$ cat src/rtl/vga_sync_gen.sv
// ---------------------------------------------------------------------------
// vga_sync_gen
//
// Programmable VGA timing generator. A pixel counter (h_cnt) and a line
// counter (v_cnt) walk the frame described by the latched timing config;
// the decoded sync, display-enable and coordinate outputs are registered,
// so they lag the counters by one clock.
//
// Timing changes are announced by flipping cfg_tgl_i. While idle a valid
// config is latched at once. While running it is only marked pending and
// is latched from the live hd_i..vb_i inputs at the next frame wrap, so a
// frame is never torn. A config with a zero display or retrace length is
// rejected with a one-cycle cfg_err_o pulse.
//
// Ports
//   clk_i          in   sole clock, rising edge
//   arstn_i        in   synchronous active-low reset
//   hd_i/hf_i/hr_i/hb_i  in  horizontal display/front porch/retrace/back
//                       porch, in pixels
//   vd_i/vf_i/vr_i/vb_i  in  vertical display/front porch/retrace/back
//                       porch, in lines
//   cfg_tgl_i      in   any level change announces new timing
//   en_i           in   run enable
//   hsync_o        out  horizontal sync, active level HSYNC_POL
//   vsync_o        out  vertical sync, active level VSYNC_POL
//   de_o           out  display enable
//   x_o, y_o       out  pixel coordinates
//   frame_start_o  out  one-cycle pulse for pixel (0,0)
//   cfg_err_o      out  one-cycle pulse when a config is rejected
// ---------------------------------------------------------------------------
module vga_sync_gen #(
    parameter int   VGA_MAX_H_WIDTH = 12,
    parameter int   VGA_MAX_V_WIDTH = 11,
    parameter logic HSYNC_POL       = 1'b1,
    parameter logic VSYNC_POL       = 1'b1
) (
    input  logic                       clk_i,
    input  logic                       arstn_i,
    input  logic [VGA_MAX_H_WIDTH-1:0] hd_i,
    input  logic [VGA_MAX_H_WIDTH-1:0] hf_i,
    input  logic [VGA_MAX_H_WIDTH-1:0] hr_i,
    input  logic [VGA_MAX_H_WIDTH-1:0] hb_i,
    input  logic [VGA_MAX_V_WIDTH-1:0] vd_i,
    input  logic [VGA_MAX_V_WIDTH-1:0] vf_i,
    input  logic [VGA_MAX_V_WIDTH-1:0] vr_i,
    input  logic [VGA_MAX_V_WIDTH-1:0] vb_i,
    input  logic                       cfg_tgl_i,
    input  logic                       en_i,
    output logic                       hsync_o,
    output logic                       vsync_o,
    output logic                       de_o,
    output logic [VGA_MAX_H_WIDTH-1:0] x_o,
    output logic [VGA_MAX_V_WIDTH-1:0] y_o,
    output logic                       frame_start_o,
    output logic                       cfg_err_o
);

    localparam int HW = VGA_MAX_H_WIDTH;
    localparam int VW = VGA_MAX_V_WIDTH;
    // Sum of four fields needs two extra bits to never overflow.
    localparam int HT = VGA_MAX_H_WIDTH + 2;
    localparam int VT = VGA_MAX_V_WIDTH + 2;

    localparam logic [HT-1:0] H_ONE = {{(HT-1){1'b0}}, 1'b1};
    localparam logic [VT-1:0] V_ONE = {{(VT-1){1'b0}}, 1'b1};

    localparam logic [0:0] ST_IDLE = 1'b0;
    localparam logic [0:0] ST_RUN  = 1'b1;

    // -----------------------------------------------------------------------
    // State
    // -----------------------------------------------------------------------
    logic [0:0]    state_q, state_d;
    logic [HT-1:0] h_cnt_q, h_cnt_d;
    logic [VT-1:0] v_cnt_q, v_cnt_d;
    logic          pend_q,  pend_d;
    logic          tgl_q;

    // Latched (active) timing config.
    logic [HW-1:0] hd_q, hf_q, hr_q, hb_q;
    logic [VW-1:0] vd_q, vf_q, vr_q, vb_q;
    logic          cfg_load;

    // Registered outputs.
    logic          hsync_q, vsync_q, de_q, fs_q, err_q, err_d;
    logic [HW-1:0] x_q;
    logic [VW-1:0] y_q;

    // -----------------------------------------------------------------------
    // Config event detection and validity
    // -----------------------------------------------------------------------
    logic cfg_evt;
    logic in_valid;
    logic held_valid;
    logic evt_ok;

    assign cfg_evt    = cfg_tgl_i ^ tgl_q;
    assign in_valid   = (hd_i != '0) && (hr_i != '0) &&
                        (vd_i != '0) && (vr_i != '0);
    // Reset zeroes the latched config, so this also encodes "a valid
    // config has been latched since reset".
    assign held_valid = (hd_q != '0) && (hr_q != '0) &&
                        (vd_q != '0) && (vr_q != '0);
    assign evt_ok     = cfg_evt && in_valid;

    // -----------------------------------------------------------------------
    // Frame geometry from the latched config, all in widened arithmetic
    // -----------------------------------------------------------------------
    logic [HT-1:0] hd_x, hs_start, hs_end, htot;
    logic [VT-1:0] vd_x, vs_start, vs_end, vtot;

    assign hd_x     = {2'b00, hd_q};
    assign hs_start = hd_x + {2'b00, hf_q};
    assign hs_end   = hs_start + {2'b00, hr_q};
    assign htot     = hs_end + {2'b00, hb_q};

    assign vd_x     = {2'b00, vd_q};
    assign vs_start = vd_x + {2'b00, vf_q};
    assign vs_end   = vs_start + {2'b00, vr_q};
    assign vtot     = vs_end + {2'b00, vb_q};

    logic h_last, v_last, frame_wrap;

    assign h_last     = (h_cnt_q == htot - H_ONE);
    assign v_last     = (v_cnt_q == vtot - V_ONE);
    assign frame_wrap = h_last && v_last;

    // -----------------------------------------------------------------------
    // Next-state logic
    // -----------------------------------------------------------------------
    always_comb begin
        // NOTE: every signal written here gets a default first, so no path
        // leaves one unassigned and no latch is inferred.
        state_d  = state_q;
        h_cnt_d  = h_cnt_q;
        v_cnt_d  = v_cnt_q;
        pend_d   = pend_q;
        cfg_load = 1'b0;
        err_d    = cfg_evt && !in_valid;

        case (state_q)
            ST_IDLE: begin
                h_cnt_d = '0;
                v_cnt_d = '0;
                if (evt_ok) begin
                    // Idle: nothing on screen to protect, take it now. The
                    // live inputs supersede anything still pending.
                    cfg_load = 1'b1;
                    pend_d   = 1'b0;
                    if (en_i) begin
                        state_d = ST_RUN;
                    end
                end else if (en_i) begin
                    if (pend_q) begin
                        // Resume with the config announced while running.
                        pend_d = 1'b0;
                        if (in_valid) begin
                            cfg_load = 1'b1;
                            state_d  = ST_RUN;
                        end else begin
                            err_d = 1'b1;
                            if (held_valid) begin
                                state_d = ST_RUN;
                            end
                        end
                    end else if (held_valid) begin
                        state_d = ST_RUN;
                    end
                end
            end

            ST_RUN: begin
                if (!en_i) begin
                    // Stop immediately; latched config and pending survive.
                    state_d = ST_IDLE;
                    h_cnt_d = '0;
                    v_cnt_d = '0;
                    if (evt_ok) begin
                        pend_d = 1'b1;
                    end
                end else begin
                    if (h_last) begin
                        h_cnt_d = '0;
                        if (v_last) begin
                            v_cnt_d = '0;
                        end else begin
                            v_cnt_d = v_cnt_q + V_ONE;
                        end
                    end else begin
                        h_cnt_d = h_cnt_q + H_ONE;
                    end

                    if (frame_wrap) begin
                        // An event landing on the wrap itself is honoured
                        // here too. Values come from the live inputs, so
                        // the last announcement in the frame wins.
                        if (pend_q || evt_ok) begin
                            pend_d = 1'b0;
                            if (in_valid) begin
                                cfg_load = 1'b1;
                            end else begin
                                err_d = 1'b1;
                            end
                        end
                    end else if (evt_ok) begin
                        pend_d = 1'b1;
                    end
                end
            end

            default: begin
                state_d = ST_IDLE;
                h_cnt_d = '0;
                v_cnt_d = '0;
            end
        endcase
    end

    // -----------------------------------------------------------------------
    // Output decode from the current counters
    // -----------------------------------------------------------------------
    logic run;
    logic de_c, hs_c, vs_c, fs_c;

    assign run  = (state_q == ST_RUN);
    assign de_c = (h_cnt_q < hd_x) && (v_cnt_q < vd_x);
    assign hs_c = (h_cnt_q >= hs_start) && (h_cnt_q < hs_end);
    assign vs_c = (v_cnt_q >= vs_start) && (v_cnt_q < vs_end);
    assign fs_c = (h_cnt_q == '0) && (v_cnt_q == '0);

    // -----------------------------------------------------------------------
    // Registers
    // -----------------------------------------------------------------------
    always_ff @(posedge clk_i) begin
        // NOTE: state is updated with non-blocking assignments so every
        // register samples values from before this edge.
        if (!arstn_i) begin
            state_q <= ST_IDLE;
            h_cnt_q <= '0;
            v_cnt_q <= '0;
            pend_q  <= 1'b0;
            tgl_q   <= 1'b0;
            // NOTE: the config registers are reset on purpose: a zeroed
            // config reads as invalid, which keeps the generator idle until
            // a fresh config event arrives after reset.
            hd_q    <= '0;
            hf_q    <= '0;
            hr_q    <= '0;
            hb_q    <= '0;
            vd_q    <= '0;
            vf_q    <= '0;
            vr_q    <= '0;
            vb_q    <= '0;
            hsync_q <= ~HSYNC_POL;
            vsync_q <= ~VSYNC_POL;
            de_q    <= 1'b0;
            x_q     <= '0;
            y_q     <= '0;
            fs_q    <= 1'b0;
            err_q   <= 1'b0;
        end else begin
            state_q <= state_d;
            h_cnt_q <= h_cnt_d;
            v_cnt_q <= v_cnt_d;
            pend_q  <= pend_d;
            tgl_q   <= cfg_tgl_i;
            err_q   <= err_d;

            if (cfg_load) begin
                hd_q <= hd_i;
                hf_q <= hf_i;
                hr_q <= hr_i;
                hb_q <= hb_i;
                vd_q <= vd_i;
                vf_q <= vf_i;
                vr_q <= vr_i;
                vb_q <= vb_i;
            end

            if (run) begin
                hsync_q <= hs_c ? HSYNC_POL : ~HSYNC_POL;
                vsync_q <= vs_c ? VSYNC_POL : ~VSYNC_POL;
                de_q    <= de_c;
                // Coordinates only matter inside the display area, which
                // always fits the narrower output width.
                x_q     <= h_cnt_q[HW-1:0];
                y_q     <= v_cnt_q[VW-1:0];
                fs_q    <= fs_c;
            end else begin
                hsync_q <= ~HSYNC_POL;
                vsync_q <= ~VSYNC_POL;
                de_q    <= 1'b0;
                x_q     <= '0;
                y_q     <= '0;
                fs_q    <= 1'b0;
            end
        end
    end

    assign hsync_o       = hsync_q;
    assign vsync_o       = vsync_q;
    assign de_o          = de_q;
    assign x_o           = x_q;
    assign y_o           = y_q;
    assign frame_start_o = fs_q;
    assign cfg_err_o     = err_q;

endmodule

$ cat config.mk
export PLATFORM = sky130hd
export DESIGN_NAME = vga_sync_gen
export DESIGN_NICKNAME = d
export VERILOG_FILES = /design/src/rtl/vga_sync_gen.sv
export SDC_FILE = /design/constraint.sdc
export NUM_CORES = 1
export LEC_CHECK = 0
export CORE_ASPECT_RATIO = 0.9
export CORE_UTILIZATION = 57
export DETAILED_ROUTE_END_ITERATION = 8
export PLACE_DENSITY_LB_ADDON = 0.25
export SYNTH_ARGS = -nofsm -noshare
export SYNTH_HDL_FRONTEND = slang
export SYNTH_SLANG_ARGS = --single-unit
$ cat constraint.sdc
create_clock -name clk_i -period 17.05 [get_ports clk_i]
set_input_delay 2.5575 -clock clk_i [delete_from_list [all_inputs] [get_ports clk_i]]
set_output_delay 2.5575 -clock clk_i [all_outputs]
set_load 0.05 [all_outputs]
* Word-level counts from Yosys, hierarchy flattened
Index checks and enable logic that the tools add are counted.
** Cells by class
- Reductions and logical operators :: 27
- Bitwise operators :: 2
- $add $sub $neg :: 10
- Equality and inequality tests :: 5
- Order comparisons :: 6
- Mux-type cells :: 39
** Operator list (count)
- nonzero test 12 bit :: 4
- nonzero test 11 bit :: 4
- 2-to-1 mux 13 bit :: 3
- 2-to-1 mux 1 bit :: 28
- 2-to-1 mux 14 bit :: 2
- one-hot mux 14 bit (2 select lines) :: 1
- one-hot mux 13 bit (2 select lines) :: 1
- adder 13 x 12 -> 14 bit :: 1
- adder 14 x 1 -> 14 bit (second input constant) :: 1
- adder 14 x 12 -> 14 bit :: 1
- == test 14 bit :: 1
- >= comparator 14 x 13 -> 1 bit :: 1
- zero test 14 bit :: 1
- less-than comparator 14 x 12 -> 1 bit :: 1
- less-than comparator 14 bit :: 1
- subtractor 14 x 1 -> 14 bit (second input constant) :: 1
- adder 12 x 11 -> 13 bit :: 1
- adder 12 x 12 -> 13 bit :: 1
- adder 13 x 1 -> 13 bit (second input constant) :: 1
- adder 13 x 11 -> 13 bit :: 1
- == test 13 bit :: 1
- >= comparator 13 x 12 -> 1 bit :: 1
- logical AND 1 bit :: 13
- zero test 13 bit :: 1
- other kinds (13) :: 17
** Storage, ports and cells
- Input port bits :: 96
- Register bits after elaboration :: 150
- Output and inout port bits :: 28
- Word-level logic and storage cells :: 109

* Logic depth before layout (Yosys ltp)
Gate-level depths: netlist of the first run.
- Word-level depth :: 11
- Gate-level depth with buffers :: 31
- Depth with buffers taken out :: 29

* Worst setup path before layout of the first run
OpenSTA, ideal clock, no wires.
- Kind :: reg2reg
- Start :: register hd_q[1]
- End :: register hb_q[11]
- Data required time :: 16921 ps
- Slack :: 11405 ps
- Buffers on the path :: 2
- Stages on the path, launching flop included :: 29
- Clock period less this slack :: 5645 ps
- Library setup time :: 129 ps
- Data arrival time :: 5516 ps
- Cell sequence :: dfxtp_1 -> ha_1 -> a21o_1 -> a21oi_1 -> o21bai_1 -> a21oi_1 -> nor2b_1 -> o21ai_0 -> nor2b_1 -> xnor2_1 -> ha_1 -> nand4_1 -> nor4b_1 -> nor3_1 -> o21bai_1 -> a21oi_1 -> xnor2_1 -> or2_2 -> ha_1 -> xor2_1 -> o31a_1 -> o2111ai_1 -> nor4_2 -> nand3_1 -> mux2_2 -> a211oi_4 -> buf_2 -> buf_2 -> o211ai_1
** On the way
- Cells in the longest elaborated chain, start to end :: 9
** Ends and longest elaborated chain
- start, declared :: RTL line 80 : logic [HW-1:0] hd_q, hf_q, hr_q, hb_q;
- start signal, assigned :: RTL line 270 : hd_q <= hd_i;
- adder 12 x 12 -> 13 bit :: RTL line 113 : assign hs_start = hd_x + {2'b00, hf_q};
- adder 13 x 12 -> 14 bit :: RTL line 114 : assign hs_end = hs_start + {2'b00, hr_q};
- adder 14 x 12 -> 14 bit :: RTL line 115 : assign htot = hs_end + {2'b00, hb_q};
- subtractor 14 x 1 -> 14 bit :: RTL line 124 : assign h_last = (h_cnt_q == htot - H_ONE);
- == test 14 bit :: RTL line 124
- logical AND 1 bit :: RTL line 126 : assign frame_wrap = h_last && v_last;
- 2-to-1 mux 1 bit :: RTL line 193 : if (frame_wrap) begin
- 2-to-1 mux 1 bit :: RTL line 173 : if (!en_i) begin
- one-hot mux 1 bit (2 select lines) :: RTL line 141 : case (state_q)
- end signal, assigned :: RTL line 273 : hb_q <= hb_i;
- end, declared :: RTL line 80
Every way passes these cells.
A chain may end at the register's enable or synchronous reset.

* Worst setup path after layout of the first run
- Start :: register hd_q[0]
- End :: register vd_q[1]
** On the way
- Cells in the longest elaborated chain, start to end :: 9
** Ends and longest elaborated chain
- adder 12 x 12 -> 13 bit :: RTL line 113
- adder 13 x 12 -> 14 bit :: RTL line 114
- adder 14 x 12 -> 14 bit :: RTL line 115
- subtractor 14 x 1 -> 14 bit :: RTL line 124
- == test 14 bit :: RTL line 124
- logical AND 1 bit :: RTL line 126
- 2-to-1 mux 1 bit :: RTL line 193
- 2-to-1 mux 1 bit :: RTL line 173
- one-hot mux 1 bit (2 select lines) :: RTL line 141
- end signal, assigned :: RTL line 274 : vd_q <= vd_i;
- end, declared :: RTL line 81 : logic [VW-1:0] vd_q, vf_q, vr_q, vb_q;
Every way passes these cells.

==> results, run 1 <==
- Of the cells placed in the final design, the portion with a size suffix greater than 1 is 0.0379.
- The portion of the clock cycle consumed by the worst path in the final layout is 0.464.
- The Yosys step of the flow raised 0 warnings.
- Among cell families on the critical path, the largest total delay comes from compound AO/OA/AOI/OAI gates.
- Synthesis handed over a netlist of 1,665 instances.
- The number of global-route vias before repair is 11,678.
- The initial utilization of the core area, before any placement, comes to 0.580.
- The first global-routing pass estimated 61,400 um of wire.
- The clock transition time at the flip-flop clock pins of the worst setup and hold paths is 0.07 ns.
- The total of endpoints with negative setup slack in the final report is 0.
- The worst register-to-register path begins at hd_q[0].
- The number of primary I/O pins is 124.
- In this run the tightest slew margin relative to its limit is 0.241.
- The HPWL after detailed placement is 26,900 um.
- The type of origin of the critical path is a register.
- Dividing the detail-routed via count by the number of cells gives 6.52.
- The final design utilization is 0.660.
- The synthesized design contains 150 register bits.
- The most used flip-flop cell after synthesis is sky130_fd_sc_hd__dfxtp_1.
- The category of the most critical setup path is reg -> reg.
- From left edge to right edge, the die measures 162 um.
- The critical path arrival is 8.26 ns.
- The number of antenna violations at the first check in global routing is 0.
- The shortest clock period the worst path allows after layout is 7.92 ns.
- The total of max-cap violations is 0.
- Along the worst hold path, the cell count comes to 2.
- Yosys attributes the largest share of cell area to sky130_fd_sc_hd__dfxtp_1, sky130_fd_sc_hd__ha_1, sky130_fd_sc_hd__and3_1.
- The final weighted congestion in routability-driven placement is 0.932.
- Counting both buffers and inverters, the worst setup path holds a total of 3.
- The synthesized netlist net count is 1,926.
- After floorplanning, the core was divided into 52 placement rows.
- For this design the ratio of total power to cell area is 102 nW/um^2.
- The number of slew-limit violations in the final report came to 0.
- The largest incremental delay on the critical path is 0.92 ns.
- The final layout contains routed wiring with a total length of 38,000 um.
- The endpoint class of the critical path is a register.
- The number of gates given a new drive strength after cts is 0.
- In the final routed layout, each cell accounts on average for 18.9 um.
- At the pin with the least slew margin, the transition time is 1.14 ns.
- The H-tree was split into 4 levels.
- Counting the fill cells in the layout gives 1,914.
- The count of vias placed by the detailed router is 13,098.
- The count of nets left with antenna violations once routing finished came out at 0.
- For this design the static power due to leakage is 6.24 nW.
- The type of the worst min-delay path is reg -> reg.
- Setup repair after global routing left no endpoint under its margin.
- In this run the worst path has a maximum fanout of 110.
- The clock net sink count is 150.
- The die outline area is 23,500 sq um.
- The first detailed-routing pass took 5 iterations.
- The number of hold buffers added after CTS was 0.
- The library cell used most frequently in the layout, excluding fill and tap cells, is sky130_fd_sc_hd__ha_1.
- Entering global routing, the biggest net connects 149 pins.
- The sink of the worst hold path is hb_q[3].
- The number of enable-type register cells in the synthesized netlist is 0.
- The core footprint is 22,500 sq um.
- From synthesis to final layout, the design area changed by 13.7%.
- At the worst endpoint, the required time is 17.39 ns.
- The mean instance size in the synthesized netlist is 7.85 sq um.
- The area share of the largest cell type after synthesis is 0.230.
- The worst-case reg-to-reg path depth is 29.
- The run finished with clean final reports.
- The total routing usage reported by global routing is 0.322.
- For this run the aggregate overflow at the end of global routing stands at 0.
- The worst hold slack is 0.508 ns.
- The library cells used most frequently in the layout, excluding fill and tap cells, are sky130_fd_sc_hd__ha_1, sky130_fd_sc_hd__dfxtp_1, sky130_fd_sc_hd__inv_1.
- The setup clock skew after layout is 0.0111 ns.
- The tree is rooted in a sky130_fd_sc_hd__clkbuf_16.
- The cell count after placement is 1,978.
- The CTS tree is built.
- The initial DRC count is 1,231.
- The setup fix buffers added after clock tree synthesis is 0.
- The number of buffers created by CTS is 17.
- The share of synthesized area occupied by flip-flops and latches is 0.230.
- Leaving out filler cells and counting taps, the final layout contains 2,010.
- The startpoint of the worst hold path is hb_q[3].
- The largest voltage drop on the vdd net is 0.0675 mV.
- Yosys mapped the design onto 63 distinct sky130hd cell types.
- Based on the critical path, the design can be clocked at up to 0.126 GHz.
- In this run the register-to-register setup slack is 9.13 ns.
- The detailed-route DRC error count is 0.
- The deepest clock path buffer count is 2.
- Summing every instance area after synthesis gives 13,100 sq um.
- The synthesized design spends more area on one cell type than any other, namely sky130_fd_sc_hd__dfxtp_1.
- Clock latency on the worst-skew pair, taken at its later pin, is 0.44 ns.
- Counting flops with an async set or reset pin after synthesis yields a share of 0.
- For this design, the slowest cell found on the critical path is sky130_fd_sc_hd__buf_4.
- The capture point of the worst reg-to-reg path is vd_q[1].
- The number of antenna diodes in the final layout is 0.
- For this run, the post-layout net count is 1,961.
- After routing, the total negative slack on setup checks comes to 0 ns.
- In this run the vertical extent of the chip is 146 um.
- The number of port buffers is 123.
- The number of hold-slack violations in the final timing report came to 0.
## worst register-to-register path: cells and delay by family (launching register included)
family	cells	cell delay [ns]
AOI/OAI and AO/OA	11	1.71
buffers and inverters	3	1.68
and+or+nand+nor	7	1.64
adders and majority gates	4	1.32
xor gates and xnor gates	3	0.70
DFF	1	0.41
muxes	1	0.37
## synth_stat cells, drive strengths merged (10+ instances only)
| library cell | n |
|---|---|
| nor3 | 21 |
| ha | 159 |
| a21oi | 54 |
| o211ai | 99 |
| nand2b | 15 |
| o21ai | 66 |
| xor2 | 32 |
| and3 | 120 |
| inv | 135 |
| o21bai | 11 |
| nor2 | 64 |
| clkbuf | 94 |
| nor4 | 38 |
| a21o | 33 |
| nand4 | 107 |
| nand3 | 123 |
| o21a | 13 |
| a211oi | 13 |
| nor2b | 10 |
| dfxtp | 150 |
| buf | 24 |
| xnor2 | 65 |
| a31oi | 97 |
| nand2 | 42 |
## routing by layer
layer / global-route usage / part of all wire / vias to the layer above
met1: 0.493 / 0.47 / 6193
met5: 0 / 0 / -
met2: 0.467 / 0.42 / 565
met3: 0.0513 / 0.093 / 45
met4: 0.0736 / 0.014 / 0
li1: - / - / 6295
## kinds of logic (layout without fill, tap and decap cells)
logic type / count (synthesis) / count (layout) / synth area share
flip-flops: 150 / 150 / 0.230
XOR/XNOR: 97 / 97 / 0.0650
multiplexers: 8 / 8 / 0.00632
AO/OA/AOI/OAI: 422 / 422 / 0.217
buffers and inverters: 253 / 301 / 0.0784
AND/OR/NAND/NOR: 566 / 566 / 0.239
adder cells (fa/ha/maj): 169 / 169 / 0.165
## power by group
group,total [mW],internal [mW],switching [mW]
registers,0.400,0.372,0.0281
logic,0.712,0.314,0.398
clock network,0.396,0.231,0.165
## layout make-up
type | instances | area (sq um) | share of cell area
clock buffer | 21 | 470 | 0.0317
clock inverter | 11 | 140 | 0.00943
inverter | 135 | 507 | 0.0341
multi-input combinational | 1262 | 9050 | 0.609
sequential | 150 | 3000 | 0.202
tap | 297 | 372 | 0.0250
timing repair buffer | 134 | 1320 | 0.0888
## per-stage QoR
| step | worst slack [ns] | instance area [sq um] | power (mW) |
|---|---|---|---|
| after floorplan | 11.41 | 13100 | 0.944 |
| after CTS | 9.24 | 14900 | 1.50 |
| after detailed placement | 9.40 | 14200 | 1.10 |
| final | 9.13 | 14900 | 1.51 |
| after global placement | 9.71 | 14200 | 1.09 |
| after global routing | 8.50 | 14900 | 1.61 |
## worst max-delay path by stage
| stage | from | to | slack, ns | cells after the start |
|---|---|---|---|---|
| global placement | hd_q[1] | hb_q[11] | 9.71 | 28 |
| floorplan | hd_q[1] | hb_q[11] | 11.41 | 28 |
| detailed placement | hd_q[0] | vd_q[1] | 9.40 | 29 |
| finish | hd_q[0] | vd_q[1] | 9.13 | 29 |
| CTS | hd_q[0] | vd_q[1] | 9.24 | 29 |
| global route | hd_q[0] | vd_q[10] | 8.50 | 29 |
## flip-flops by register name (all words and copies together), names as in the netlist, 11 cells and up
register and cells:
h_cnt_q 14, v_cnt_q 13, hb_q 12, hd_q 12, hf_q 12, hr_q 12, x_o 12, vb_q 11
vd_q 11, vf_q 11, vr_q 11, y_o 11
(Power assumes the default switching activity.)
==> run 2: changes to the inputs <==
==> constraint.sdc (replaced) <==
create_clock -name clk_i -period 7.9 [get_ports clk_i]
set_input_delay 1.185 -clock clk_i [delete_from_list [all_inputs] [get_ports clk_i]]
set_output_delay 1.185 -clock clk_i [all_outputs]
set_load 0.05 [all_outputs]
==> run 2 against run 1 <==
- worst setup slack lost 8.2 ns
- sequential power rose by 120%
- die area did not move
- wire length down 1.1%
- power grew 120%
- non-clock buffer count stayed put
==> results, run 2 (synthesized netlist as in run 1, its figures left out) <==
- The cell-internal power came to 1.99 mW (+120%).
- The layout net count was 1,961 (unchanged).
- The clock insertion delay at the later pin of the skew report is 0.43 ns (about the same).
- The fraction of final layout cells sized beyond drive strength 1 is 0.0374 (-0.000584).
- The count of vias placed by the detailed router came to 13,026 (-0.55%).
- The CTS H-tree depth is 4 (unchanged).
- The number of global-route vias before repair is 11,642 (-0.31%).
- In this run the critical register-to-register path is captured at hb_q[10].
- The switching share of power is 0.389 (-0.00278).
- The detailed-route DRC error count is 0 (unchanged).
- The first-pass iteration count of the detailed router is 6 (+1).
- The CTS tree is built.
- The register share of total power came to 0.265 (about the same).
- The top achievable clock speed was 0.144 GHz (+14%).
- The die outline area was 23,500 sq um (unchanged).
- The number of slew-limit violations in the final report is 0 (unchanged).
- The type of origin of the critical path is a register.
- The core footprint is 22,500 sq um (unchanged).
- The number of diodes is 0 (unchanged).
- The number of hold-slack violations in the final timing report was 0 (unchanged).
- The startpoint of the worst hold path is vb_q[7].
- The fill cell instance count of the final layout came to 1,978 (+3.3%).
- The routed length per instance is 18.7 um (-1.1%).
- The final weighted congestion in routability-driven placement came to 0.913 (-2.0%).
- Setup repair after global routing left no endpoint under its margin.
- The worst slack at placement is 1.11 ns (-8.29 ns).
- The highest-delay cell along the critical path is sky130_fd_sc_hd__a211oi_4.
- The clock net sink count is 150 (unchanged).
- The total routing usage reported by global routing came to 0.319 (-0.00273).
- The largest incremental delay on the critical path is 0.58 ns (-0.34 ns).
- For hold timing, the worst endpoint is vb_q[7].
- The critical path's top delay family is compound AO/OA/AOI/OAI gates.
- The cell count of the worst hold path is 2 (unchanged).
- The post-route total power is 3.26 mW (+120%).
- The clock transition time at the flip-flop clock pins of the worst setup and hold paths is 0.07 ns (about the same).
- The endpoint class of the critical path is a register.
- The portion of the clock cycle consumed by the worst path in the final layout was 0.881 (+0.417).
- The area occupied by multi-input gates is 9050 sq um (unchanged).
- The setup clock skew after layout is 0.0121 ns (+0.000985 ns).
- The worst-margin pin slew is 1.29 ns (+0.154 ns).
- The share of total power in the clock network is 0.268 (+0.005).
- The number of primary I/O pins was 124 (unchanged).
- The area taken by flip-flops and latches is 3000 sq um (unchanged).
- The total power per unit cell area came to 219 nW/um^2 (+120%).
- The static leakage is 6.24 nW (about the same).
- The average via count per standard cell is 6.48 (-0.55%).
- The layout overhead on the synthesized area is 13.9%.
- The number of buffers inserted by hold repair at cts is 0 (unchanged).
- The maximum fanout along the worst path is 40 (-64%).
- The row count is 52 (unchanged).
- The shortest clock period the worst path allows after layout is 6.96 ns (-0.957 ns).
- The total overflow reported by the global router was 0 (unchanged).
- The flop-to-flop setup slack is 0.94 ns (-8.19 ns).
- The flip-flop count of the largest register after layout is 14 (unchanged).
- The number of buffers created by CTS is 17 (unchanged).
- The number of port buffers is 123 (unchanged).
- The remaining antenna violation count is 0 (unchanged).
- In this run the clock root is driven by a sky130_fd_sc_hd__clkbuf_16.
- The flow ran to the end, and the final reports show no timing, DRC or antenna violations.
- The worst path buffer plus inverter count is 1 (-2).
- The setup fix buffers added after clock tree synthesis is 0 (unchanged).
- The source of the worst register-to-register timing path is hd_q[1].
- The worst hold slack was 0.507 ns (-0.00163 ns).
- The total of endpoints with negative setup slack in the final report is 0 (unchanged).
- Counting flops per register, the top entry is h_cnt_q.
- The worst path setup slack after routing was 0.939 ns (-8.19 ns).
- The worst slew margin relative to its limit is 0.136 (-0.104).
- The die width is 162 um (unchanged).
- The share of total power in combinational logic is 0.467 (-0.005).
- The deepest clock path buffer count came to 2 (unchanged).
- The critical path arrival was 7.30 ns (-0.96 ns).
- The die height is 146 um (unchanged).
- The number of antenna violations at the first check in global routing is 0 (unchanged).
- The number of gates given a new drive strength after cts is 0 (unchanged).
- The top cell types in the final layout, fill and taps aside, are sky130_fd_sc_hd__ha_1, sky130_fd_sc_hd__dfxtp_1, sky130_fd_sc_hd__inv_1.
- The required time of the worst setup path is 8.24 ns (-9.15 ns).
- The worst-case reg-to-reg path depth is 28 (-3.4%).
- The final wirelength is 37,500 um (-1.1%).
- The category of the most critical setup path is reg -> reg.
- The effective utilization at floorplan was 0.580 (unchanged).
- The type of the worst min-delay path is reg -> reg.
- The pin count of the biggest net entering global routing is 185 (+24%).
- The initial DRC count is 1,178 (-4.3%).
- The largest voltage drop on the vdd net is 0.116 mV (+72%).
- The global-route wire length before repair came to 60,700 um (-1.2%).
- The leading cell type in the layout, fill and taps excluded is sky130_fd_sc_hd__ha_1.
- The largest registers in the layout are h_cnt_q: 14 flops, v_cnt_q: 13 flops.
- The net load switching power was 1.27 mW (+110%).
- The sum of negative setup slack is 0 ns (unchanged).
- The total of max-cap violations came to 0 (unchanged).
- The HPWL after detailed placement is 27,000 um (+0.36%).
-- run 2: per-stage QoR --
stage	util	cell area, sq um	cells
after global routing	0.661	14900	2010
after floorplan	-	13100	1665
after CTS	0.661	14900	2010
after global placement	0.633	14300	1978
final	0.661	14900	2010
after detailed placement	0.633	14300	1978
-- run 2: tightest hold or removal path, stage by stage (launching register included) --
cell                       delay (ns)
sky130_fd_sc_hd__dfxtp_1         0.32
sky130_fd_sc_hd__nand3_1         0.06
sky130_fd_sc_hd__o211ai_1        0.07
-- run 2: metal layers --
| metal | part of all wire | wire length (um) | track usage | vias to the layer above |
|---|---|---|---|---|
| met5 | 0 | 0 | 0 | - |
| met4 | 0.015 | 555 | 0.0807 | 0 |
| met3 | 0.078 | 2910 | 0.0504 | 43 |
| met2 | 0.43 | 16200 | 0.465 | 532 |
| met1 | 0.48 | 17900 | 0.484 | 6153 |
| li1 | - | - | - | 6298 |
-- run 2: power by group through the flow --
| stage | Sequential (mW) | Clock (mW) | Combinational [mW] |
|---|---|---|---|
| final | 0.865 | 0.874 | 1.52 |
| after global routing | 0.869 | 0.913 | 1.70 |
| after CTS | 0.862 | 0.877 | 1.52 |
| after detailed placement | 0.878 | 0 | 1.50 |
| after global placement | 0.876 | 0 | 1.47 |
| after floorplan | 0.854 | 0 | 1.18 |
-- run 2: worst max-delay path by stage --
stage / startpoint / cells past startpoint / slack (ns) / to
after floorplan: hd_q[1] / 28 / 2.26 / hb_q[11]
after global placement: hd_q[1] / 28 / 1.34 / vr_q[7]
after detailed placement: hd_q[0] / 28 / 1.11 / vb_q[8]
after CTS: hd_q[0] / 28 / 1.05 / vd_q[9]
after global routing: hd_q[0] / 28 / 0.40 / hr_q[3]
final: hd_q[1] / 28 / 0.94 / hb_q[10]
-- run 2: area by class of cell --
| type | count | share of cell area |
|---|---|---|
| Timing Repair Buffer | 134 | 0.0895 |
| Inverter | 135 | 0.0341 |
| Clock inverter | 12 | 0.0114 |
| Multi-Input combinational cell | 1262 | 0.608 |
| Sequential cell | 150 | 0.202 |
| Clock buffer | 20 | 0.0300 |
| Tap cell | 297 | 0.0250 |
